<file path="config.mk">
export PLATFORM = sky130hd
export DESIGN_NAME = text_console
export DESIGN_NICKNAME = d
export VERILOG_FILES = /design/src/rtl/text_console.sv
export SDC_FILE = /design/constraint.sdc
export NUM_CORES = 1
export LEC_CHECK = 0
export ABC_AREA = 1
export CORE_ASPECT_RATIO = 1.25
export CORE_MARGIN = 2
export CORE_UTILIZATION = 60
export DETAILED_ROUTE_END_ITERATION = 16
export PLACE_DENSITY = 0.94
export SYNTH_ARGS = -nofsm -noshare
export SYNTH_HDL_FRONTEND = slang
export SYNTH_SLANG_ARGS = --single-unit
</file>
<file path="constraint.sdc">
create_clock -name clk -period 6.4 [get_ports clk]
set_input_delay 1.28 -clock clk [delete_from_list [all_inputs] [get_ports clk]]
set_output_delay 1.28 -clock clk [all_outputs]
set_load 0.05 [all_outputs]
</file>
<file path="src/rtl/text_console.sv">
// text_console: character-terminal front end turning CPU byte writes into text-GPU VRAM writes.
// Optional macro CONSOLE_CLEAR_ON_RESET_EN: space-fill the whole screen on reset release.
module text_console #(
  parameter logic [7:0]  CONSOLE_IO_ADDRESS = 8'h10,
  parameter logic [15:0] GPU_VRAM_ADDRESS   = 16'h2000,
  parameter int unsigned COLS               = 80,
  parameter int unsigned ROWS               = 30
) (
  input  logic        clk,
  input  logic        rst_n,
  input  logic [7:0]  din,
  input  logic [15:0] address,
  input  logic        w_en,
  input  logic        r_en,
  output logic [7:0]  dout,
  output logic [15:0] vram_address,
  output logic [7:0]  vram_din,
  output logic        vram_w_en,
  output logic        busy
);

  localparam logic [11:0] LastCell   = 12'(COLS * ROWS - 1);
  localparam logic [6:0]  ColMax     = 7'(COLS - 1);
  localparam logic [4:0]  RowMax     = 5'(ROWS - 1);
  localparam logic [7:0]  AddrData   = CONSOLE_IO_ADDRESS;
  localparam logic [7:0]  AddrStatus = CONSOLE_IO_ADDRESS + 8'd1;
  localparam logic [7:0]  AddrCol    = CONSOLE_IO_ADDRESS + 8'd2;
  localparam logic [7:0]  AddrRow    = CONSOLE_IO_ADDRESS + 8'd3;

  typedef enum logic [1:0] {StIdle, StWrite, StClear, StInit} state_e;

`ifdef CONSOLE_CLEAR_ON_RESET_EN
  localparam state_e StReset   = StInit;
  localparam logic   BusyReset = 1'b1;
`else
  localparam state_e StReset   = StIdle;
  localparam logic   BusyReset = 1'b0;
`endif

  state_e      state_q, state_d;
  logic [6:0]  col_q, col_d;
  logic [4:0]  row_q, row_d;
  logic [11:0] fill_q, fill_d;
  logic        overrun_q, overrun_d;
  logic        bs_q, bs_d;
  logic [7:0]  dout_q, dout_d;
  logic [15:0] vram_address_q, vram_address_d;
  logic [7:0]  vram_din_q, vram_din_d;
  logic        vram_w_en_q, vram_w_en_d;
  logic        busy_q, busy_d;

  logic        wr_data, wr_status, wr_col, wr_row;
  logic        emit_en;
  logic [11:0] emit_idx;
  logic [7:0]  emit_char;
  logic        start_clear;
  logic [4:0]  row_next;
  logic        unused_addr;

  assign unused_addr = ^address[15:8];

  function automatic logic [11:0] cell_idx(input logic [4:0] r, input logic [6:0] c);
    return 12'(r) * 12'(COLS) + 12'(c);
  endfunction

  always_comb begin
    state_d        = state_q;
    col_d          = col_q;
    row_d          = row_q;
    fill_d         = fill_q;
    overrun_d      = overrun_q;
    bs_d           = bs_q;
    dout_d         = dout_q;
    vram_address_d = vram_address_q;
    vram_din_d     = vram_din_q;
    vram_w_en_d    = 1'b0;
    emit_en        = 1'b0;
    emit_idx       = 12'd0;
    emit_char      = 8'h20;
    start_clear    = 1'b0;

    wr_data   = w_en && (address[7:0] == AddrData);
    wr_status = w_en && (address[7:0] == AddrStatus);
    wr_col    = w_en && (address[7:0] == AddrCol);
    wr_row    = w_en && (address[7:0] == AddrRow);
    row_next  = (row_q == RowMax) ? 5'd0 : row_q + 5'd1;

    if (r_en) begin
      if (address[7:0] == AddrData) begin
        dout_d = 8'h00;
      end else if (address[7:0] == AddrStatus) begin
        dout_d = {6'b0, overrun_q, busy_q};
      end else if (address[7:0] == AddrCol) begin
        dout_d = {1'b0, col_q};
      end else if (address[7:0] == AddrRow) begin
        dout_d = {3'b0, row_q};
      end
    end

    unique case (state_q)
      StIdle: begin
        if (wr_data) begin
          if (din >= 8'h20 && din <= 8'h7E) begin
            state_d   = StWrite;
            bs_d      = 1'b0;
            emit_en   = 1'b1;
            emit_idx  = cell_idx(row_q, col_q);
            emit_char = din;
          end else if (din == 8'h08) begin
            if (col_q != 7'd0) begin
              state_d  = StWrite;
              bs_d     = 1'b1;
              emit_en  = 1'b1;
              emit_idx = cell_idx(row_q, col_q - 7'd1);
            end
          end else if (din == 8'h0A) begin
            col_d = 7'd0;
            row_d = row_next;
          end else if (din == 8'h0D) begin
            col_d = 7'd0;
          end else if (din == 8'h0C) begin
            start_clear = 1'b1;
          end
        end
        if (wr_status && din[0]) begin
          start_clear = 1'b1;
        end
        if (wr_col) begin
          col_d = (din > {1'b0, ColMax}) ? ColMax : din[6:0];
        end
        if (wr_row) begin
          row_d = (din > {3'b0, RowMax}) ? RowMax : din[4:0];
        end
      end
      StWrite: begin
        // Cursor moves only once the VRAM strobe has been presented.
        state_d = StIdle;
        if (bs_q) begin
          col_d = col_q - 7'd1;
        end else if (col_q == ColMax) begin
          col_d = 7'd0;
          row_d = row_next;
        end else begin
          col_d = col_q + 7'd1;
        end
      end
      StClear: begin
        if (fill_q == LastCell) begin
          state_d = StIdle;
          col_d   = 7'd0;
          row_d   = 5'd0;
        end else begin
          fill_d   = fill_q + 12'd1;
          emit_en  = 1'b1;
          emit_idx = fill_q + 12'd1;
        end
      end
      StInit: begin
        start_clear = 1'b1;
      end
      default: state_d = StIdle;
    endcase

    if (start_clear) begin
      state_d  = StClear;
      fill_d   = 12'd0;
      emit_en  = 1'b1;
      emit_idx = 12'd0;
    end

    if (emit_en) begin
      vram_w_en_d    = 1'b1;
      vram_address_d = GPU_VRAM_ADDRESS + {4'b0, emit_idx};
      vram_din_d     = emit_char;
    end

    // Set first, then clear, so a simultaneous clear request takes precedence.
    if (wr_data && state_q != StIdle) begin
      overrun_d = 1'b1;
    end
    if (wr_status && din[1]) begin
      overrun_d = 1'b0;
    end

    busy_d = (state_d != StIdle);
  end

  always_ff @(posedge clk or negedge rst_n) begin
    if (!rst_n) begin
      state_q        <= StReset;
      col_q          <= 7'd0;
      row_q          <= 5'd0;
      fill_q         <= 12'd0;
      overrun_q      <= 1'b0;
      bs_q           <= 1'b0;
      dout_q         <= 8'h00;
      vram_address_q <= GPU_VRAM_ADDRESS;
      vram_din_q     <= 8'h00;
      vram_w_en_q    <= 1'b0;
      busy_q         <= BusyReset;
    end else begin
      state_q        <= state_d;
      col_q          <= col_d;
      row_q          <= row_d;
      fill_q         <= fill_d;
      overrun_q      <= overrun_d;
      bs_q           <= bs_d;
      dout_q         <= dout_d;
      vram_address_q <= vram_address_d;
      vram_din_q     <= vram_din_d;
      vram_w_en_q    <= vram_w_en_d;
      busy_q         <= busy_d;
    end
  end

  assign dout         = dout_q;
  assign vram_address = vram_address_q;
  assign vram_din     = vram_din_q;
  assign vram_w_en    = vram_w_en_q;
  assign busy         = busy_q;

endmodule
</file>
==> flow_summary.json, run 1 <==
{
  "area_delta_synth_final_pct": 15.6,
  "cp-end-kind": "flip-flop",
  "fin_setup_tns_ns": 0,
  "core_mm2": 0.00736,
  "place_area_mm2": 0.00497,
  "diodes": 0,
  "nNetsFinal": 765,
  "hold-path-cell-count": 2,
  "drc": 0,
  "setup_ws_ns": 2.90,
  "cp-startpoint": "din[5]",
  "crit_required_ns": 6.63,
  "cap_violations": 0,
  "switchingPower_uw": 637,
  "pre_cts_ws_ns": 2.62,
  "critPathKind": "in -> reg",
  "rsz0062_at_grt": "false",
  "io_buffers": 48,
  "hp-class": "reg -> reg",
  "reg2reg_depth": 17,
  "slew_viol_final": 0,
  "seq_area_frac_synth_pct": 31.6,
  "final_util_pct": 71.0,
  "finalCritPeriodShare_pct": 54.6,
  "layout_min_cycle_time_ns": 3.50,
  "worst_slew_pin_slew_ns": 0.741,
  "netlist_area_mm2": 0.00452,
  "p_clk_share_pct": 28.2,
  "routed_wirelength_mm": 12.4,
  "vias": 4681,
  "antenna_left": 0,
  "ff2ff_setup_slack_ns": 3.34,
  "finalSetupViolations": 0,
  "ys_ff_latch": 57,
  "clk_latency_ns": 0.36,
  "cp-start-kind": "input port",
  "clkTransAtPathRegs_ns": 0.07,
  "drt-initial-drc-count": 333,
  "die_area_mm2": 0.00824,
  "routabilityCongestion": 1.02,
  "cts_resized": 0,
  "cts_setup_buffers": 0,
  "postSynthAreaPerCell_um2": 6.79,
  "p_leak_nw": 2.76,
  "cts_buffers": 9,
  "seq_power_share_pct": 33.8,
  "wl_per_cell_um": 15.4,
  "holdBufCountCts": 0,
  "hold_path_startpoint": "dout[0]",
  "die_w_um": 81.6,
  "path_max_fanout": 21,
  "critPathArrivalTime_ns": 3.73,
  "grt_pass1_wl_mm": 20.6,
  "power_frac_comb_pct": 38.0,
  "switching_share_pct": 41.3,
  "grt_pass1_vias": 4505,
  "yosysUniqueCellTypes": 42,
  "gr-total-overflow": 0,
  "powerDensity_mw_per_mm2": 296,
  "numClockSinks": 57,
  "layout_commonest_cell": "nand2_1",
  "synthCells": 665,
  "final_area_mm2": 0.00522,
  "grt_use_total_pct": 32.5,
  "clockBufferDepth": 2,
  "antenna_found_initial": 0,
  "vias_per_cell": 5.79,
  "hold_violations": 0,
  "peakVddDrop_mv": 0.253,
  "fp-row-count": 35,
  "r2r_end": "vram_address[8]",
  "fin_skew_ns": 0.0123,
  "yosys_warnings": 0,
  "fmax_mhz": 286,
  "mostFrequentLayoutCells": "nand2_1, inv_1, nand3_1",
  "status": "complete, no violations",
  "slew_headroom_pct": 50.6,
  "crit_end": "col_q[4]",
  "ios": 62,
  "ctsRootBufferMaster": "clkbuf_8",
  "grt_max_degree": 58,
  "hpwl_mm": 9.42,
  "die_h_um": 101,
  "h-tree-depth": 3,
  "drive_gt1_share_pct": 7.40,
  "p_int_uw": 907,
  "dr.pass1.iters": 5,
  "cts_tree": "done",
  "initial_utilization_pct": 61.4,
  "timing.rr.start": "col_q[0]"
}
==> critical path, cell delays in order <==
cell and delay, ns:
clkdlybuf4s50_1 0.64, inv_1 0.10, nand2_1 0.13, nand3_2 0.38, inv_2 0.35, nand3_1 0.10, nand2_1 0.07, inv_1 0.03
nand2_1 0.32, inv_1 0.16, nand2_1 0.09, nand2_1 0.06
==> cells in the mapped netlist (all sizes together) <==
library cell    n  share of area, %
xor2            8               1.6
o221ai          2              0.39
nand4           9               1.2
inv            93               7.8
a211oi          1              0.17
a31oi           3              0.42
nand3          78               9.1
dfrtp          57                32
nor2           60               6.4
xnor2           1              0.19
o31ai           2              0.33
clkinv          1             0.083
or2             2              0.28
o211ai          1              0.17
nand2         210                18
buf            14               2.7
a32o            1              0.22
ha             23               6.4
o21ai          46               5.4
a22oi           1              0.17
nand3b          1              0.17
fa              3               1.3
clkbuf          3              0.69
conb            2              0.17
nor3           11               1.6
a21oi          32               3.5
==> cells by family after synthesis <==
family                   share of synthesized area (%)
AND/OR/NAND/NOR                                   36.7
buffers and inverters                             11.2
AO/OA/AOI/OAI                                     10.8
flip-flops                                        31.6
adder cells (fa/ha/maj)                           7.70
XOR/XNOR                                          1.75
other                                            0.166
==> sequential cells by signal (all words and copies together) (netlist names) <==
| register | cells |
|---|---|
| state_q | 2 |
| bs_q | 1 |
| busy | 1 |
| vram_address | 12 |
| row_q | 5 |
| vram_din | 8 |
| overrun_q | 1 |
| vram_w_en | 1 |
| fill_q | 12 |
| dout | 7 |
| col_q | 7 |
==> power by group through the flow <==
stage	registers, mW	clock network, mW	logic [mW]
floorplan	0.677	0	0.244
global placement	0.518	0	0.559
detailed placement	0.526	0	0.580
CTS	0.520	0.437	0.586
global route	0.535	0.453	0.638
finish	0.522	0.435	0.587
==> stage by stage <==
stage	hold slack [ns]	cells	power (mW)
2_1_floorplan	0.483	668	0.921
3_3_place_gp	0.471	792	1.08
3_5_place_dp	0.474	792	1.11
4_1_cts	0.502	808	1.54
5_1_grt	0.514	808	1.63
6_report	0.496	808	1.54
==> layer usage <==
| metal | vias to the layer above | track usage [%] | wire length (µm) |
|---|---|---|---|
| met2 | 229 | 58.8 | 6310 |
| met1 | 2174 | 36.1 | 4740 |
| li1 | 2223 | - | - |
| met5 | - | 0 | 0 |
| met3 | 55 | 6.72 | 859 |
| met4 | 0 | 14.5 | 498 |
==> layout make-up <==
cell class	count	area, µm²
inverters	94	355
clock buffers	9	124
well taps	92	115
fillers	628	2140
repair buffers	49	483
clock inverters	7	125
multi-input cells	500	2590
flip-flops and latches	57	1430
==> worst min path at each step <==
stage | slack (ns) | endpoint
after floorplan | 0.48 | fill_q[5]
after global placement | 0.47 | dout[2]
after detailed placement | 0.47 | dout[4]
after CTS | 0.50 | dout[4]
after global routing | 0.51 | dout[4]
final | 0.50 | dout[0]
(Power assumes the default switching activity.)
==> run 2, diff against run 1 <==
--- a/config.mk
+++ b/config.mk
@@ -8,9 +8,9 @@
 export ABC_AREA = 1
 export CORE_ASPECT_RATIO = 1.25
 export CORE_MARGIN = 2
-export CORE_UTILIZATION = 60
+export CORE_UTILIZATION = 51
 export DETAILED_ROUTE_END_ITERATION = 16
-export PLACE_DENSITY = 0.94
+export PLACE_DENSITY = 0.86
 export SYNTH_ARGS = -nofsm -noshare
 export SYNTH_HDL_FRONTEND = slang
 export SYNTH_SLANG_ARGS = --single-unit
==> constraint.sdc (replaced) <==
create_clock -name clk -period 2.8 [get_ports clk]
set_input_delay 0.56 -clock clk [delete_from_list [all_inputs] [get_ports clk]]
set_output_delay 0.56 -clock clk [all_outputs]
set_load 0.05 [all_outputs]
==> run 2 against run 1 <==
- clock skew fell by 0.0040 ns
- sequential cell count unchanged
- final cell count is 5.9% higher
- critical endpoint is now vram_address[8]
- sequential share of layout area is 0.90 points lower
- combinational power rose by 130%
- count of clock-buffer cells in the layout grew 3
- worst hold slack worse by 0.21 ns
- global-route usage down 4.1 points
- critical path depth is 5 higher
- worst setup slack worse by 2.7 ns
- core utilization is 8.5 points lower
- cell area rose by 3.5%
==> flow_summary.json, run 2 (synthesized netlist as in run 1, its figures left out) <==
{
  "critPathKind": "reg -> reg",
  "grt_use_total_pct": 28.4,
  "fillCellCount": 801,
  "clk_latency_ns": 0.35,
  "nNetsFinal": 785,
  "place_area_mm2": 0.00516,
  "stdcell_count": 856,
  "holdBufCountCts": 0,
  "grt_max_degree": 30,
  "ff2ff_setup_slack_ns": 0.17,
  "antenna_left": 0,
  "io_buffers": 48,
  "status": "complete, no violations",
  "final_area_mm2": 0.00540,
  "path_max_fanout": 3,
  "die_area_mm2": 0.00963,
  "slew_headroom_pct": 49.3,
  "drc": 0,
  "peakVddDrop_mv": 0.247,
  "worst_slew_pin_slew_ns": 0.761,
  "drive_gt1_share_pct": 10.5,
  "layout_commonest_cell": "nand2_1",
  "timing.rr.start": "col_q[0]",
  "rsz0062_at_grt": "true",
  "finalCritPeriodShare_pct": 94.0,
  "critPathArrivalTime_ns": 2.88,
  "gr-total-overflow": 0,
  "grt_pass1_vias": 4625,
  "fp-row-count": 38,
  "cts_buffers": 9,
  "dr.pass1.iters": 7,
  "die_w_um": 88.2,
  "numClockSinks": 57,
  "clockBufferDepth": 2,
  "p_leak_nw": 2.84,
  "cap_violations": 0,
  "p_total_mw": 3.39,
  "grt_pass1_wl_mm": 21.0,
  "wl_per_cell_um": 15.3,
  "die_h_um": 109,
  "cp-end-kind": "flip-flop",
  "routed_wirelength_mm": 13.1,
  "cp-start-kind": "flip-flop",
  "hp-class": "in -> async",
  "holdWs_ns": 0.282,
  "vias": 4658,
  "crit_required_ns": 3.04,
  "vias_per_cell": 5.44,
  "fin_skew_ns": 0.00825,
  "initial_utilization_pct": 52.2,
  "r2r_end": "vram_address[8]",
  "drt-initial-drc-count": 228,
  "dp.cells": 839,
  "hold_violations": 0,
  "powerDensity_mw_per_mm2": 627,
  "ios": 62,
  "routabilityCongestion": 0.995,
  "hpwl_mm": 10.0,
  "ctsRootBufferMaster": "clkbuf_8",
  "diodes": 0,
  "fmax_mhz": 380,
  "slew_viol_final": 0,
  "antenna_found_initial": 0,
  "clkTransAtPathRegs_ns": 0.07,
  "layout_min_cycle_time_ns": 2.63,
  "reg2reg_depth": 17,
  "area_delta_synth_final_pct": 19.7,
  "cts_tree": "done",
  "core_mm2": 0.00865,
  "mostFrequentLayoutCells": "nand2_1, inv_1, nand3_1",
  "h-tree-depth": 3,
  "finalSetupViolations": 0
}
run 2: cell types whose count changed in the layout (fill, tap and decap cells not counted), sizes merged:
cell,delta
buf,+20
bufinv,-2
clkbuf,+3
clkinv,-1
clkinvlp,+2
inv,-2
run 2: layout make-up:
| cell class | instances | area [µm²] | share of cell area (%) |
|---|---|---|---|
| timing repair buffer | 69 | 646 | 11.9 |
| sequential | 57 | 1430 | 26.4 |
| clock inverter | 4 | 50.0 | 0.926 |
| tap | 120 | 150 | 2.78 |
| clock buffer | 12 | 165 | 3.06 |
| multi-input combinational | 500 | 2610 | 48.3 |
| inverter | 94 | 355 | 6.58 |
run 2: how the worst max path moves through the flow:
stage / start / endpoint / slack (ns) / depth (start not counted)
finish: col_q[0] / vram_address[8] / 0.17 / 17
global route: col_q[0] / vram_address[8] / -0.06 / 17
CTS: row_q[3] / vram_address[10] / 0.15 / 16
detailed placement: din[5] / busy / 0.14 / 10
global placement: din[5] / vram_din[5] / 0.21 / 12
floorplan: row_q[1] / vram_address[10] / 0.31 / 16
run 2: per-stage QoR:
| step | utilization (%) | TNS [ns] | setup slack (ns) |
|---|---|---|---|
| finish | 62.4 | 0 | 0.168 |
| global route | 62.4 | -0.0875 | -0.0631 |
| CTS | 62.1 | 0 | 0.150 |
| detailed placement | 59.7 | 0 | 0.136 |
| global placement | 59.7 | 0 | 0.205 |
| floorplan | - | 0 | 0.309 |
run 2: timing repair:
| action | in CTS | in global routing |
|---|---|---|
| buffers inserted | 0 | 1 |
| endpoints found under the setup margin | 0 | 2 |
| gates resized for setup | 0 | 6 |
run 2: metal layers:
metal,global-route usage [%],routed length [µm]
met5,0,0
met4,14.9,580
met3,5.15,618
met2,50.3,6800
met1,32.0,5080
run 2: power by group:
group	total, mW	switching (mW)	leakage, nW	internal [mW]
combinational	1.37	0.909	2.00	0.459
clock	0.838	0.356	0.105	0.482
sequential	1.18	0.154	0.732	1.03
total	3.39	1.42	2.84	1.97
run 2: critical path: stages (launching register included):
cell and delay [ns]:
dfrtp_1 0.38, inv_1 0.08, ha_1 0.17, nand2_1 0.07
nor2_1 0.12, xor2_1 0.28, ha_2 0.24, inv_1 0.05
fa_2 0.34, inv_1 0.06, a21oi_1 0.11, nor2_1 0.16
xor2_1 0.15, nand2_1 0.07, nand3_1 0.09, nand2_1 0.06
nand2_1 0.05, nand2_1 0.05
==> run 3, diff against run 2 <==
==> constraint.sdc (replaced) <==
create_clock -name clk -period 2.8 [get_ports clk]
set_input_delay 0.56 -clock clk [delete_from_list [all_inputs] [get_ports clk]]
set_output_delay 0.56 -clock clk [all_outputs]
set_load 0.1 [all_outputs]
==> run 3 against run 2 <==
- worst hold slack improved by 0.095 ns
- clock skew fell by 0.00089 ns
- sequential cell count did not move
- worst setup slack got worse by 0.012 ns
- non-clock buffer count fell by 1
- wire length fell by 1.7%
- sequential power barely moved
- register-to-register slack barely moved
- via count rose by 0.26%
- critical path depth did not move
- largest cell class unchanged
==> flow_summary.json, run 3 (synthesized netlist as in run 1, its figures left out) <==
{
  "status": "complete, no violations",
  "slew_viol_final": 0,
  "holdBufCountCts": 0,
  "routed_wirelength_mm": 12.9,
  "wl_per_cell_um": 15.0,
  "slowest_stage": "dfrtp_1",
  "layout_min_cycle_time_ns": 2.64,
  "p_leak_nw": 2.88,
  "h-tree-depth": 3,
  "rsz0062_at_grt": "false",
  "vias_per_cell": 5.46,
  "final_util_pct": 61.4,
  "worst_slew_pin_slew_ns": 0.987,
  "io_buffers": 48,
  "cp.depth": 17,
  "grt_use_total_pct": 27.8,
  "hpwl_mm": 9.93,
  "grt_pass1_wl_mm": 20.5,
  "dp.cells": 838,
  "antenna_found_initial": 0,
  "grt_max_degree": 43,
  "finalCritPeriodShare_pct": 94.4,
  "hold_violations": 0,
  "powerDensity_mw_per_mm2": 719,
  "ios": 62,
  "cp-end-kind": "flip-flop",
  "ctsRootBufferMaster": "clkbuf_8",
  "clk_latency_ns": 0.35,
  "fmax_mhz": 378,
  "die_h_um": 109,
  "holdWs_ns": 0.377,
  "p_total_mw": 3.82,
  "cp-start-kind": "flip-flop",
  "peakVddDrop_mv": 0.384,
  "core_mm2": 0.00865,
  "path_cells": "inv_2, ha_1, nand2_1, nor2_1, xor2_1, ha_1, inv_1, fa_1, inv_1, a21oi_1, nor2_1, xor2_1, nand2_1, nand3_1, nand2_1, nand2_1, nand2_1",
  "mostFrequentLayoutCells": "nand2_1, inv_1, nand3_1",
  "slew_headroom_pct": 34.2,
  "area_delta_synth_final_pct": 17.7,
  "hp-class": "in -> async",
  "numClockSinks": 57,
  "initial_utilization_pct": 52.2,
  "nNetsFinal": 784,
  "clockBufferDepth": 2,
  "reg2reg_depth": 17,
  "cpMostUsedCell": "nand2_1",
  "max_stage_delay_ns": 0.41,
  "drt-initial-drc-count": 267,
  "stdcell_count": 855,
  "clkTransAtPathRegs_ns": 0.07,
  "critPathArrivalTime_ns": 2.88,
  "antenna_left": 0,
  "fp-row-count": 38,
  "cts_tree": "done",
  "grt_pass1_vias": 4505,
  "drive_gt1_share_pct": 13.7,
  "crit_family": "adder cells",
  "gr-total-overflow": 0,
  "diodes": 0,
  "drc": 0,
  "finalSetupViolations": 0,
  "path_max_fanout": 4,
  "crit_required_ns": 3.04,
  "dr.pass1.iters": 7,
  "routabilityCongestion": 0.990,
  "vias": 4670,
  "cts_buffers": 9,
  "fin_skew_ns": 0.00736,
  "critPathKind": "reg -> reg",
  "path_buf_inv": 3,
  "die_w_um": 88.2,
  "cap_violations": 0,
  "fin_setup_tns_ns": 0,
  "die_area_mm2": 0.00963,
  "layout_commonest_cell": "nand2_1"
}
-- run 3: per-stage QoR --
stage	setup slack, ns	cell area (µm²)
finish	0.156	5310
global route	0.0129	5310
CTS	0.0844	5290
detailed placement	0.126	5070
global placement	0.182	5070
floorplan	0.307	4530
-- run 3: area by class of cell --
cell class                 count  area, µm²
fill                         811       3340
multi-input combinational    500       2610
sequential                    57       1430
timing repair buffer          68        553
inverter                      94        355
clock buffer                  14        163
tap                          120        150
clock inverter                 2       60.1
-- run 3: worst paths after layout --
check | from | end | slack [ns]
setup / recovery | col_q[1] | vram_address[8] | 0.16
hold / removal | rst_n | dout[0] | 0.38
setup reg to reg | col_q[1] | vram_address[8] | 0.16
hold reg to reg | dout[2] | dout[2] | 0.49
max in group asynchronous | rst_n | bs_q | 1.67
min in group clk | dout[2] | dout[2] | 0.49
-- run 3: worst register-to-register path, stage by stage (launching register included) --
cell	delay [ns]
dfrtp_1	0.41
inv_2	0.10
ha_1	0.18
nand2_1	0.06
nor2_1	0.13
xor2_1	0.21
ha_1	0.20
inv_1	0.05
fa_1	0.40
inv_1	0.08
a21oi_1	0.11
nor2_1	0.13
xor2_1	0.16
nand2_1	0.07
nand3_1	0.08
nand2_1	0.06
nand2_1	0.05
nand2_1	0.05
-- run 3: report_power, final --
part / internal (mW) / switching (mW) / total, mW
Combinational: 0.418 / 1.34 / 1.75
Clock: 0.551 / 0.337 / 0.889
Sequential: 1.03 / 0.149 / 1.18
-- run 3: repair_timing --
item | CTS | global route
setup endpoints to repair | 0 | 3
setup buffers | 0 | 1
resized for setup | 0 | 5
-- run 3: per-layer routing --
layer	part of all wire (%)	vias up	track usage [%]
li1	-	2267	-
met1	38	2176	31.9
met2	52	181	49.5
met3	5.6	46	2.95
met4	3.9	0	15.8
met5	0	-	0
==> RTL edit 1 (flow settings as in run 2) <==
The output `vram_w_en` loses its register stage (`vram_w_en_q` becomes a continuous assignment).
--- a/src/rtl/text_console.sv
+++ b/src/rtl/text_console.sv
@@ -198,3 +198,2 @@
       vram_din_q     <= 8'h00;
-      vram_w_en_q    <= 1'b0;
       busy_q         <= BusyReset;
@@ -210,3 +209,2 @@
       vram_din_q     <= vram_din_d;
-      vram_w_en_q    <= vram_w_en_d;
       busy_q         <= busy_d;
@@ -214,2 +212,4 @@
   end
+
+  assign vram_w_en_q = vram_w_en_d;
 
Formal check against the unedited RTL: not equivalent (Yosys sat finds a counterexample within 4 cycles, from zero or initial values and one cycle with rst_n low).
==> RTL edit 1 against run 2 <==
Routed wire length is 1.5% lower; final cell count up 1.2%; maximum frequency fell by 4.2%; setup slack worse by 0.12 ns; die area increased by 0.93%; sequential cell count decreased by 1; non-clock buffer count is 9 higher; critical path depth is 5 lower; area after synthesis grew 0.97%; final area up 0.21%; total power is 8.4% lower.
==> RTL edit 1: results (changes against run 2) <==
DR pass1 iterations 6 (was 7); DR vias/cell 5.60 (was 5.44); Pleak 2.89 nW (was 2.84 nW); actual slew at the worst max-slew pin 0.514 ns (was 0.761 ns); Compound-Gate Fraction of Synth Area 0.0897 (was 0.108); post-synthesis cell type count 40 (was 42); r2r worst-path depth 18 (was 17); cts repair resizes 1 (was 0); R2R setup slack 0.22 ns (was 0.17 ns); GRT Util Overall 0.273 (was 0.284); Comb power frac 0.463 (was 0.404); Post-Synth Adder-Cell Area 0.0763 (was 0.0770); Worst-path clk slew 0.11 ns (was 0.07 ns); M1 wire length 5050 um (was 5080 um); share of cells above drive strength 1 0.111 (was 0.105); Area contributors post-synth dfrtp_1, nand2_1, nand3_1, inv_1, ha_1 (unchanged); CP startpoint din[3] (was col_q[0]); Detail Placement HPWL 10,100 um (was 10,000 um); Clock Power 0.477 mW (was 0.838 mW); Synth Area in XOR/XNOR 0.0134 (was 0.0175); status completed (unchanged); vias in the first global route 4,593 (was 4,625); fillers 748 (was 801); Crit path arrival time 2.19 ns (was 2.88 ns); internal power component 1.68 mW (was 1.97 mW); VDD IR-drop max 0.000283 V (was 0.000247 V); routed wl met2 6240 um (was 6800 um); Synth top cells by count nand2_1, nand3_1, inv_1, dfrtp_1, nor2_1 (was nand2_1, inv_1, nand3_1, dfrtp_1, nor2_1); Top Metal Used met4 (unchanged); latest clock arrival within the worst-skew pair 0.32 ns (was 0.35 ns); drt total wl 12,900 um (was 13,100 um); Layout Skew 0.00566 ns (was 0.00825 ns); port bufs 48 (unchanged); met3 Usage GRT 0.0330 (was 0.0515); largest net degree at the start of global routing 33 (was 30); GR Layer Usage met1 0.339 (was 0.320); routability congestion estimate 1.03 (was 0.995); GR Layer Usage met2 0.474 (was 0.503); H-tree depth 2 (was 3); TritonCTS buffer count 5 (was 9); initial DRC count 466 (was 228)
[RTL edit 1: metrics by stage]
step	area [um2]	setup slack (ns)	std cells	hold slack (ns)	total power, mW
2_1_floorplan	4570	0.417	681	0.264	2.17
3_3_place_gp	5300	0.0686	858	0.472	2.56
3_5_place_dp	5300	0.00522	858	0.473	2.62
4_1_cts	5390	0.000285	866	0.169	3.09
5_1_grt	5420	-0.0104	866	0.183	3.29
6_report	5420	0.0528	866	0.147	3.10
[RTL edit 1: worst max-delay path: stages]
cell and delay (ns):
clkdlybuf4s50_1 0.55, inv_1 0.10, nor2_2 0.11, nand2_1 0.10, nor2_4 0.12, nand2_2 0.08
nand2_2 0.09, nand2_4 0.06, inv_4 0.12, nor2_8 0.04, nand2_2 0.10, buf_12 0.14
[RTL edit 1: layout make-up]
cell class,instances,share of cell area
inverters,84,0.0596
well taps,120,0.0277
clock buffers,5,0.0127
multi-input cells,520,0.505
repair buffers,78,0.132
clock inverters,3,0.00416
flip-flops and latches,56,0.259
==> RTL edit 2 (settings of run 2) <==
Made on the original files. Add a define of `CONSOLE_CLEAR_ON_RESET_EN`.
--- a/src/rtl/text_console.sv
+++ b/src/rtl/text_console.sv
@@ -2,2 +2,4 @@
 // Optional macro CONSOLE_CLEAR_ON_RESET_EN: space-fill the whole screen on reset release.
+`define CONSOLE_CLEAR_ON_RESET_EN
+
 module text_console #(
Check against the original RTL: not equivalent (Yosys sat finds a counterexample within 4 cycles, from zero or initial values and one cycle with rst_n low).
==> RTL edit 2 against run 2 <==
Utilization fell by 0.38 points; final area decreased by 0.60%; setup slack better by 0.00063 ns; sequential share of layout area up 0.23 points; sequential cell count unchanged; final cell count fell by 0.35%; total power shrank 1.1%; area after synthesis about the same; routed wire length shrank 4.8%; count of clock-buffer cells in the layout decreased by 3; largest cell class unchanged; highest routed layer unchanged.
==> RTL edit 2: results (changes against run 2) <==
multi-input gate count 500 (unchanged); status completed (unchanged); CTS root buffer clkbuf_8 (unchanged); multi-input logic area 2620 um2 (was 2610 um2); Yosys warnings 0 (unchanged); Non-clock buffers 66 (was 69); crit-path max cell delay 0.40 ns (was 0.38 ns); VDD IR-drop max 0.000299 V (was 0.000247 V); Pleak 2.81 nW (was 2.84 nW); DR vias/cell 5.43 (was 5.44); Non-clock buffers, area share 0.114 (was 0.119); Layout Skew 0.0106 ns (was 0.00825 ns); Top Metal Used met4 (unchanged); Detail Placement HPWL 9500 um (was 10,000 um); Compound-Gate Fraction of Synth Area 0.108 (about the same); GR Layer Usage met1 0.330 (was 0.320); Post-Synth Adder-Cell Area 0.0770 (about the same); top_reg_cell synth dfrtp_1 (unchanged); RR Startpoint col_q[1] (was col_q[0]); M1 wire length 4870 um (was 5080 um); GR Layer Usage met2 0.470 (was 0.503); CTS tree built (unchanged); DR pass1 iterations 5 (was 7); number of sequential cells 57 (unchanged); via count 4,634 (was 4,658); Crit path arrival time 2.88 ns (about the same); actual slew at the worst max-slew pin 0.748 ns (was 0.761 ns); met3 Usage GRT 0.0530 (was 0.0515); GRT Util Overall 0.273 (was 0.284); fillers 796 (was 801); routed len/inst 14.6 um (was 15.3 um); placed insts 835 (was 839); vias in the first global route 4,373 (was 4,625); switch share 0.431 (was 0.419); Synth top cells by count nand2_1, inv_1, nand3_1, dfrtp_1, nor2_1 (unchanged); mux contribution to synthesized area 0 (unchanged); Worst-path clk slew 0.08 ns; Sequential Power Share 0.352 (was 0.349); worst slack at placement 0.0568 ns (was 0.136 ns); r2r worst-path depth 17 (unchanged); Synth Area in XOR/XNOR 0.0174 (was 0.0175); Setup WS post-layout 0.169 ns (was 0.168 ns); share of cells above drive strength 1 0.109 (was 0.105); Cell Area, Placed 5120 um2 (was 5160 um2); largest net degree at the start of global routing 58 (was 30); met3 wire len 738 um (was 618 um); post-synthesis cell type count 43 (was 42); routability congestion estimate 0.956 (was 0.995); Clock-cell share 0.0380 (was 0.0398); Seq/Total Area, Yosys 0.316 (about the same); average cell area after synthesis 6.80 um2 (was 6.79 um2); critical path peak fanout 4 (was 3); Reg area 1430 um2 (about the same); routed wl met2 6390 um (was 6800 um); Final #Nets 782 (was 785); Clock Path Buffers 2 (unchanged); initial DRC count 460 (was 228); Area contributors post-synth dfrtp_1, nand2_1, nand3_1, inv_1, ha_1 (unchanged); Net Switching 1.44 mW (was 1.42 mW); first-pass GRT wire length 20,400 um (was 21,000 um)
[RTL edit 2: cell types whose count changed in the layout (fill, tap and decap cells not counted), moves of 2 or more]
cell,run 2,this run
clkbuf_8,12,9
clkinv_4,0,3
dfrtp_1,56,53
dfstp_2,0,3
buf_4,20,18
[RTL edit 2: repair_timing]
| action | in CTS | in global routing |
|---|---|---|
| buffers inserted | 0 | 2 |
| gates resized for setup | 0 | 9 |
| setup endpoints to repair | 0 | 4 |
[RTL edit 2: worst reg2reg max path: stages, from the launching register on]
cell and delay, ns:
dfrtp_1 0.40, inv_2 0.09, ha_1 0.16, nand2_1 0.07
nor2_2 0.13, xor2_2 0.23, ha_2 0.22, inv_1 0.06
fa_2 0.36, inv_1 0.08, a21oi_1 0.10, nor2_1 0.17
xor2_1 0.16, nand2_1 0.06, nand3_1 0.08, nand2_1 0.05
nand2_1 0.05, nand2_1 0.04
[RTL edit 2: worst max-delay path by stage]
stage / from / end / cells after the start
after floorplan: row_q[1] / vram_address[10] / 16
final: col_q[1] / vram_address[8] / 17
after global placement: col_q[1] / vram_address[8] / 17
after global routing: row_q[3] / vram_address[10] / 16
after detailed placement: col_q[1] / vram_address[8] / 17
after CTS: col_q[1] / vram_address[8] / 17
[RTL edit 2: cell families after synthesis]
group                      count (synthesis)
and+or+nand+nor                          371
buffers and inverters                    111
AOI/OAI and AO/OA                         89
DFF                                       57
adders and majority gates                 26
xor gates and xnor gates                   9
other                                      2
[RTL edit 2: per-stage QoR]
stage | hold slack (ns) | util
5_1_grt | 0.396 | 0.621
3_5_place_dp | 0.468 | 0.592
3_3_place_gp | 0.469 | 0.592
2_1_floorplan | 0.264 | -
6_report | 0.331 | 0.621
4_1_cts | 0.361 | 0.616
